`config.mk`:
```
export PLATFORM = sky130hd
export DESIGN_NAME = vdp_sprite_writer_flat
export DESIGN_NICKNAME = d
export VERILOG_FILES = /design/src/rtl/vdp_sprite_writer_if.sv /design/src/rtl/vdp_sprite_writer.sv /design/src/flat_wrapper.sv
export SDC_FILE = /design/constraint.sdc
export NUM_CORES = 1
export LEC_CHECK = 0
export CORE_MARGIN = 2
export CORE_UTILIZATION = 45
export CTS_BUF_LIST = sky130_fd_sc_hd__clkbuf_16
export DETAILED_ROUTE_END_ITERATION = 8
export PLACE_DENSITY = 0.69
export SKIP_CTS_REPAIR_TIMING = 1
export SYNTH_ARGS = -nofsm -noshare
export SYNTH_HDL_FRONTEND = slang
export SYNTH_SLANG_ARGS = --single-unit
```
`constraint.sdc`:
```
create_clock -name clk -period 11 [get_ports clk]
set_input_delay 3.3 -clock clk [delete_from_list [all_inputs] [get_ports clk]]
set_output_delay 3.3 -clock clk [all_outputs]
set_load 0.05 [all_outputs]
```
`src/rtl/vdp_sprite_writer_if.sv`:
```
// Command bus between the CPU-side register decode and vdp_sprite_writer.
//   cmd_valid  master -> slave  command valid
//   cmd_ready  slave -> master  command accepted when cmd_valid && cmd_ready
//   cmd_kind   master -> slave  00 XY, 01 ROW, 10 COMMIT, 11 reserved
//   cmd_sprite master -> slave  target sprite index
//   cmd_row    master -> slave  row index (ROW only)
//   cmd_data   master -> slave  XY word or row word
interface vdp_sprite_writer_if #(
    parameter int SPR_IDX_W = 3,
    parameter int ROW_IDX_W = 3,
    parameter int DATA_W    = 32
);
    logic                 cmd_valid;
    logic                 cmd_ready;
    logic [1:0]           cmd_kind;
    logic [SPR_IDX_W-1:0] cmd_sprite;
    logic [ROW_IDX_W-1:0] cmd_row;
    logic [DATA_W-1:0]    cmd_data;

    modport master (
        output cmd_valid, cmd_kind, cmd_sprite, cmd_row, cmd_data,
        input  cmd_ready
    );

    modport slave (
        input  cmd_valid, cmd_kind, cmd_sprite, cmd_row, cmd_data,
        output cmd_ready
    );
endinterface

```
`src/rtl/vdp_sprite_writer.sv`:
```
// Tear-free sprite updater for the VDP sprite array.
// CPU commands stage one sprite's XY word and bitmap rows in shadow registers;
// a COMMIT waits for vertical blank and then replays the dirty entries, one
// write per clock (rows ascending, XY last), followed by a one-cycle done pulse.
// Ports:
//   clk, reset     clock, asynchronous active-high reset
//   pixel_y        current scan line from the timing generator
//   cmd            command bus (slave side of vdp_sprite_writer_if)
//   xy_we, row_we  one-hot write enables towards the sprite instances
//   wr_row_index   row index for row writes
//   wr_data        write data
//   busy           waiting for vblank or flushing
//   done           one-cycle pulse at the end of a flush
//   err            one-cycle pulse when a command targets a different sprite
//                  than the one already staged
module vdp_sprite_writer #(
    parameter int N_SPRITES = 8,
    parameter int SPR_IDX_W = 3,
    parameter int ROWS      = 8,
    parameter int ROW_IDX_W = 3,
    parameter int DATA_W    = 32,
    parameter int Y_W       = 10,
    parameter int VBLANK_Y  = 480,
    parameter int Y_LAST    = 524
) (
    input  logic                  clk,
    input  logic                  reset,
    input  logic [Y_W-1:0]        pixel_y,
    vdp_sprite_writer_if.slave    cmd,
    output logic [N_SPRITES-1:0]  xy_we,
    output logic [N_SPRITES-1:0]  row_we,
    output logic [ROW_IDX_W-1:0]  wr_row_index,
    output logic [DATA_W-1:0]     wr_data,
    output logic                  busy,
    output logic                  done,
    output logic                  err
);
    localparam logic [1:0]     KIND_XY     = 2'b00;
    localparam logic [1:0]     KIND_ROW    = 2'b01;
    localparam logic [1:0]     KIND_COMMIT = 2'b10;
    localparam logic [Y_W-1:0] VB_Y        = Y_W'(VBLANK_Y);
    localparam logic [Y_W-1:0] LAST_Y      = Y_W'(Y_LAST);

    typedef enum logic [1:0] {IDLE, WAIT_VB, FLUSH} state_t;

    state_t                 state_reg, state_next;
    logic                   xy_dirty_reg, xy_dirty_next;
    logic [ROWS-1:0]        row_dirty_reg, row_dirty_next;

    logic [N_SPRITES-1:0]   xy_we_reg, xy_we_next;
    logic [N_SPRITES-1:0]   row_we_reg, row_we_next;
    logic [ROW_IDX_W-1:0]   wr_row_index_reg, wr_row_index_next;
    logic [DATA_W-1:0]      wr_data_reg, wr_data_next;
    logic                   busy_reg, done_reg, done_next, err_reg, err_next;
    logic                   cmd_ready_reg;

    // Shadow staging registers; contents are meaningful only where dirty.
    logic [SPR_IDX_W-1:0]   stg_sprite_reg;
    logic [DATA_W-1:0]      stg_xy_reg;
    logic [DATA_W-1:0]      stg_row [ROWS];
    logic                   stg_sprite_we, stg_xy_we, stg_row_we;

    logic                   accept, vb_ok, any_dirty, any_row;
    logic [ROW_IDX_W-1:0]   first_row;
    logic [N_SPRITES-1:0]   spr_onehot;

    assign accept    = cmd.cmd_valid && (state_reg == IDLE);
    // The last line is excluded so a commit landing there waits for the
    // next frame's blank instead of racing the wrap to line 0.
    assign vb_ok     = (pixel_y >= VB_Y) && (pixel_y != LAST_Y);
    assign any_row   = |row_dirty_reg;
    assign any_dirty = xy_dirty_reg || any_row;

    // Lowest-index dirty row.
    always_comb begin
        first_row = '0;
        for (int i = ROWS - 1; i >= 0; i--) begin
            if (row_dirty_reg[i]) begin
                first_row = ROW_IDX_W'(i);
            end
        end
    end

    always_comb begin
        spr_onehot = '0;
        spr_onehot[stg_sprite_reg] = 1'b1;
    end

    always_comb begin
        state_next        = state_reg;
        xy_dirty_next     = xy_dirty_reg;
        row_dirty_next    = row_dirty_reg;
        xy_we_next        = '0;
        row_we_next       = '0;
        wr_row_index_next = '0;
        wr_data_next      = '0;
        done_next         = 1'b0;
        err_next          = 1'b0;
        stg_sprite_we     = 1'b0;
        stg_xy_we         = 1'b0;
        stg_row_we        = 1'b0;

        case (state_reg)
            IDLE: begin
                if (accept) begin
                    if (cmd.cmd_kind == KIND_XY || cmd.cmd_kind == KIND_ROW) begin
                        // A clean stage adopts the new sprite; a dirty one
                        // only accepts further data for the same sprite.
                        if (!any_dirty || cmd.cmd_sprite == stg_sprite_reg) begin
                            stg_sprite_we = 1'b1;
                            if (cmd.cmd_kind == KIND_XY) begin
                                stg_xy_we     = 1'b1;
                                xy_dirty_next = 1'b1;
                            end else begin
                                stg_row_we                  = 1'b1;
                                row_dirty_next[cmd.cmd_row] = 1'b1;
                            end
                        end else begin
                            err_next = 1'b1;
                        end
                    end else if (cmd.cmd_kind == KIND_COMMIT) begin
                        state_next = WAIT_VB;
                    end
                end
            end

            WAIT_VB, FLUSH: begin
                // The first write is issued on the same edge that samples
                // vb_ok, so it is visible the cycle right after.
                if (state_reg == FLUSH || vb_ok) begin
                    if (any_row) begin
                        row_we_next               = spr_onehot;
                        wr_row_index_next         = first_row;
                        wr_data_next              = stg_row[first_row];
                        row_dirty_next[first_row] = 1'b0;
                        state_next                = FLUSH;
                    end else if (xy_dirty_reg) begin
                        // XY last: a newly enabled sprite never shows stale rows.
                        xy_we_next    = spr_onehot;
                        wr_data_next  = stg_xy_reg;
                        xy_dirty_next = 1'b0;
                        state_next    = FLUSH;
                    end else begin
                        done_next  = 1'b1;
                        state_next = IDLE;
                    end
                end
            end

            default: state_next = IDLE;
        endcase
    end

    always_ff @(posedge clk or posedge reset) begin
        if (reset) begin
            state_reg        <= IDLE;
            xy_dirty_reg     <= 1'b0;
            row_dirty_reg    <= '0;
            xy_we_reg        <= '0;
            row_we_reg       <= '0;
            wr_row_index_reg <= '0;
            wr_data_reg      <= '0;
            busy_reg         <= 1'b0;
            done_reg         <= 1'b0;
            err_reg          <= 1'b0;
            cmd_ready_reg    <= 1'b1;
        end else begin
            state_reg        <= state_next;
            xy_dirty_reg     <= xy_dirty_next;
            row_dirty_reg    <= row_dirty_next;
            xy_we_reg        <= xy_we_next;
            row_we_reg       <= row_we_next;
            wr_row_index_reg <= wr_row_index_next;
            wr_data_reg      <= wr_data_next;
            busy_reg         <= (state_next != IDLE);
            done_reg         <= done_next;
            err_reg          <= err_next;
            cmd_ready_reg    <= (state_next == IDLE);
        end
    end

    // Staging data carries no reset; the dirty bits qualify it.
    always_ff @(posedge clk) begin
        if (stg_sprite_we) begin
            stg_sprite_reg <= cmd.cmd_sprite;
        end
        if (stg_xy_we) begin
            stg_xy_reg <= cmd.cmd_data;
        end
    end

    for (genvar gi = 0; gi < ROWS; gi++) begin : g_stg_row
        always_ff @(posedge clk) begin
            if (stg_row_we && cmd.cmd_row == ROW_IDX_W'(gi)) begin
                stg_row[gi] <= cmd.cmd_data;
            end
        end
    end

    assign cmd.cmd_ready = cmd_ready_reg;
    assign xy_we         = xy_we_reg;
    assign row_we        = row_we_reg;
    assign wr_row_index  = wr_row_index_reg;
    assign wr_data       = wr_data_reg;
    assign busy          = busy_reg;
    assign done          = done_reg;
    assign err           = err_reg;
endmodule
```
`src/flat_wrapper.sv`:
```
// flat-port wrapper written by rule: the top's interface ports become plain ports
module vdp_sprite_writer_flat 
#(
    parameter int N_SPRITES = 8,
    parameter int SPR_IDX_W = 3,
    parameter int ROWS      = 8,
    parameter int ROW_IDX_W = 3,
    parameter int DATA_W    = 32,
    parameter int Y_W       = 10,
    parameter int VBLANK_Y  = 480,
    parameter int Y_LAST    = 524
)
  (clk, reset, pixel_y, xy_we, row_we, wr_row_index, wr_data, busy, done, err, cmd_cmd_valid, cmd_cmd_kind, cmd_cmd_sprite, cmd_cmd_row, cmd_cmd_data, cmd_cmd_ready);
  vdp_sprite_writer_if #(.SPR_IDX_W(SPR_IDX_W), .ROW_IDX_W(ROW_IDX_W), .DATA_W(DATA_W)) cmd_i ();
  input  logic clk;
  input  logic reset;
  input  logic [Y_W-1:0] pixel_y;
  output logic [N_SPRITES-1:0] xy_we;
  output logic [N_SPRITES-1:0] row_we;
  output logic [ROW_IDX_W-1:0] wr_row_index;
  output logic [DATA_W-1:0] wr_data;
  output logic busy;
  output logic done;
  output logic err;
  input wire logic [$bits(cmd_i.cmd_valid)-1:0] cmd_cmd_valid;
  input wire logic [$bits(cmd_i.cmd_kind)-1:0] cmd_cmd_kind;
  input wire logic [$bits(cmd_i.cmd_sprite)-1:0] cmd_cmd_sprite;
  input wire logic [$bits(cmd_i.cmd_row)-1:0] cmd_cmd_row;
  input wire logic [$bits(cmd_i.cmd_data)-1:0] cmd_cmd_data;
  output wire logic [$bits(cmd_i.cmd_ready)-1:0] cmd_cmd_ready;
  assign cmd_i.cmd_valid = cmd_cmd_valid;
  assign cmd_i.cmd_kind = cmd_cmd_kind;
  assign cmd_i.cmd_sprite = cmd_cmd_sprite;
  assign cmd_i.cmd_row = cmd_cmd_row;
  assign cmd_i.cmd_data = cmd_cmd_data;
  assign cmd_cmd_ready = cmd_i.cmd_ready;
  vdp_sprite_writer #(.N_SPRITES(N_SPRITES), .SPR_IDX_W(SPR_IDX_W), .ROWS(ROWS), .ROW_IDX_W(ROW_IDX_W), .DATA_W(DATA_W), .Y_W(Y_W), .VBLANK_Y(VBLANK_Y), .Y_LAST(Y_LAST)) u_core (.clk(clk), .reset(reset), .pixel_y(pixel_y), .cmd(cmd_i), .xy_we(xy_we), .row_we(row_we), .wr_row_index(wr_row_index), .wr_data(wr_data), .busy(busy), .done(done), .err(err));
endmodule
```
==> impl_metrics.csv <==
group,metric,value,unit
outcome,outcome,"finished clean",
route,drc,0,
route,vias,8022,
route,via_per_inst,5.80,
sta,tns,0,ps
setup_path,slowest_delay,970,ps
layout,layout-area-overhead-vs-synth,19.5,%
layout,mostFrequentLayoutCell,"edfxtp_1",
global_route,top_usage_layer,"met2",
route,wl_per_cell,22.4,um
clock_network,insertion_delay,520,ps
pwr,peakVddDrop,0.235,mV
floorplan,die_h,178,um
clock_network,clock_sinks,357,
pwr,intPower,2.86,mW
placement,hpwlAfterDp,18400,um
clock_network,cts_root_buf,"clkbuf_16",
floorplan,num_rows,63,
pwr,p_switching,1.72,mW
layout,drive_gt1_frac,0.0967,
pwr,swShare,0.376,
sta,min_period_over_period,0.558,
sta,rsz0062_at_grt,"false",
placement,port-buffer-count,107,
setup_path,crit_type,"in2reg",
setup_path,critPathMaxFanout,32,
sta,drv_slew,0,
pwr,p_leak,5.66,nW
job,cap_violations,0,
pwr,pwr-share-comb,0.385,
pwr,powerDensity,281,nW/um^2
layout,final_cell_mix,"edfxtp_1 (291), clkdlybuf4s50_1 (107), dfrtp_1 (65), nand3_1 (44), nor2_1 (39)",
layout,antenna_cells,0,
synth,synth_warnings,0,
floorplan,die_w,178,um
setup_path,crit_family,"simple AND/OR/NAND/NOR gates",
pwr,seqPwrFrac,0.355,
global_route,grt_max_degree,67,
sta,fmax,163,MHz
layout,fill_cells,2315,
setup_path,endpoint_kind,"flip-flop",
clock_network,clockBufferDepth,3,
global_route,use_met2,0.325,
global_route,grt_pass1_vias,8099,
sta,whs,474,ps
setup_path,worstPathRequired,11120,ps
sta,tightest_slew,1190,ps
synth,synthFlopType,"edfxtp_1",
global_route,antenna_found_initial,1,
floorplan,core,29700,um^2
setup_path,startpoint_type,"primary input",
route,totalWireLength,31000,um
sta,hold_viol,0,
global_route,grt.overflow.total,0,
layout,largest_reg_flops,256,
floorplan,fp.dieArea,31700,um^2
setup_path,cp_num_buf_inv,1,
route,final_antenna_net_count,0,
synth,syn-cell-area,13600,um^2
clock_network,htreeDepth,2,
setup_path,cp.arrival,6260,ps
sta,setup_viol,0,
hold_path,hp-class,"reg2reg",
synth,synth-async-reset-ratio,0.185,
sta,fin_worst_skew,15.1,ps
synth,syn_nets,911,
synth,synth_cell_type_count,67,
floorplan,ioPinCount,108,
synth,synthCells,855,
layout,fin_nets,1021,
placement,gp_congestion,0.839,
sta,relSlewSlack,0.201,
clock_network,cts_made_buffers,36,
global_route,use_met1,0.274,
synth,synth_seq_cells,357,
route,drtPass1Iterations,7,
global_route,use_met3,0.0351,
synth,synth-edff-count,291,
synth,avgSynthCellArea,15.9,um^2
pwr,p_clk_frac,0.260,
route,drtIter0Drc,793,
global_route,grt.total_usage,0.199,
clock_network,clk_pin_slew,60,ps
synth,ys_seq_area_frac,0.764,
floorplan,initial_core_util,0.458,
clock_network,cts_tree,"built",
sta,min_period,6140,ps
setup_path,critPathSlowestCell,"nor2_4",
setup_path,crit_chain,"clkdlybuf4s50_1 > xor2_1 > or3_1 > a21oi_1 > nand3_1 > nor2_4",
global_route,grt_pass1_wl,47300,um
[routing by layer]
metal | routed length (um) | vias to the layer above
met5 | 0 | -
met4 | 622 | 0
met3 | 2250 | 53
met2 | 14900 | 325
met1 | 13200 | 4028
li1 | - | 3616
[power groups by stage]
| stage | registers, mW | logic (mW) | clock network, mW |
|---|---|---|---|
| final | 1.63 | 1.76 | 1.19 |
| after global routing | 1.63 | 1.90 | 1.26 |
| after CTS | 1.63 | 1.77 | 1.21 |
| after detailed placement | 1.65 | 1.76 | 0 |
| after global placement | 1.65 | 1.73 | 0 |
| after floorplan | 1.87 | 0.974 | 0 |
[cells in the mapped netlist, drive strengths merged, types with 3 or more instances]
library cell,number,share of area
nor4,6,0.0054
nor3,25,0.011
and2,4,0.0018
o2bb2ai,19,0.012
o21ai,30,0.011
a211o,11,0.0071
xor2,3,0.0019
edfxtp,291,0.64
buf,19,0.0097
nand3b,3,0.0017
nor2,47,0.013
clkbuf,29,0.0080
nand3,44,0.016
a211oi,7,0.0039
a2111oi,22,0.014
nand4,3,0.0014
or3,3,0.0017
o32a,7,0.0051
ha,3,0.0028
a22o,18,0.012
o21bai,4,0.0022
and3,12,0.0055
a21oi,15,0.0055
a31oi,7,0.0032
o22ai,34,0.016
inv,18,0.0050
mux2i,28,0.021
nand2,32,0.0090
nand2b,6,0.0028
a32o,9,0.0066
dfrtp,65,0.12
[path summary, 6_finish.rpt]
path / endpoint / startpoint / slack, ps / cells past startpoint
max: u_core.stg_row[5][1] / cmd_cmd_sprite[1] / 4860 / 6
min: u_core.wr_data[9] / u_core.stg_xy_reg[9] / 470 / 1
max reg2reg: u_core.stg_row[5][1] / u_core.row_dirty_reg[4] / 7250 / 5
min reg2reg: u_core.wr_data[9] / u_core.stg_xy_reg[9] / 470 / 1
max in group asynchronous: u_core.wr_data[11] / reset / 6950 / 3
min in group asynchronous: u_core.wr_data[4] / reset / 3390 / 3
[logic make-up after synthesis]
| group | after synthesis | synth area share |
|---|---|---|
| compound gates | 203 | 0.112 |
| xor+xnor | 3 | 0.00193 |
| fa+ha+maj | 3 | 0.00276 |
| buf+inv | 67 | 0.0230 |
| flops | 357 | 0.764 |
| mux | 29 | 0.0214 |
| simple gates | 193 | 0.0758 |
[cell type report]
cell class,count,area [um^2],area share
inverters,19,71.3,0.00438
flip-flops and latches,357,10400,0.639
clock buffers,38,951,0.0585
clock inverters,28,218,0.0134
well taps,390,488,0.0300
repair buffers,120,1170,0.0718
multi-input cells,431,2980,0.183
[stage by stage]
stage	instances	cell area [um^2]	utilization	setup slack (ps)	total power, mW
after floorplan	855	13600	-	3930	2.84
after global placement	1317	15100	0.508	4450	3.38
after detailed placement	1317	15100	0.508	4340	3.41
after CTS	1383	16300	0.547	4860	4.60
after global routing	1383	16300	0.547	4640	4.79
final	1383	16300	0.547	4860	4.58
No activity file was read; power rests on OpenSTA's default activity.
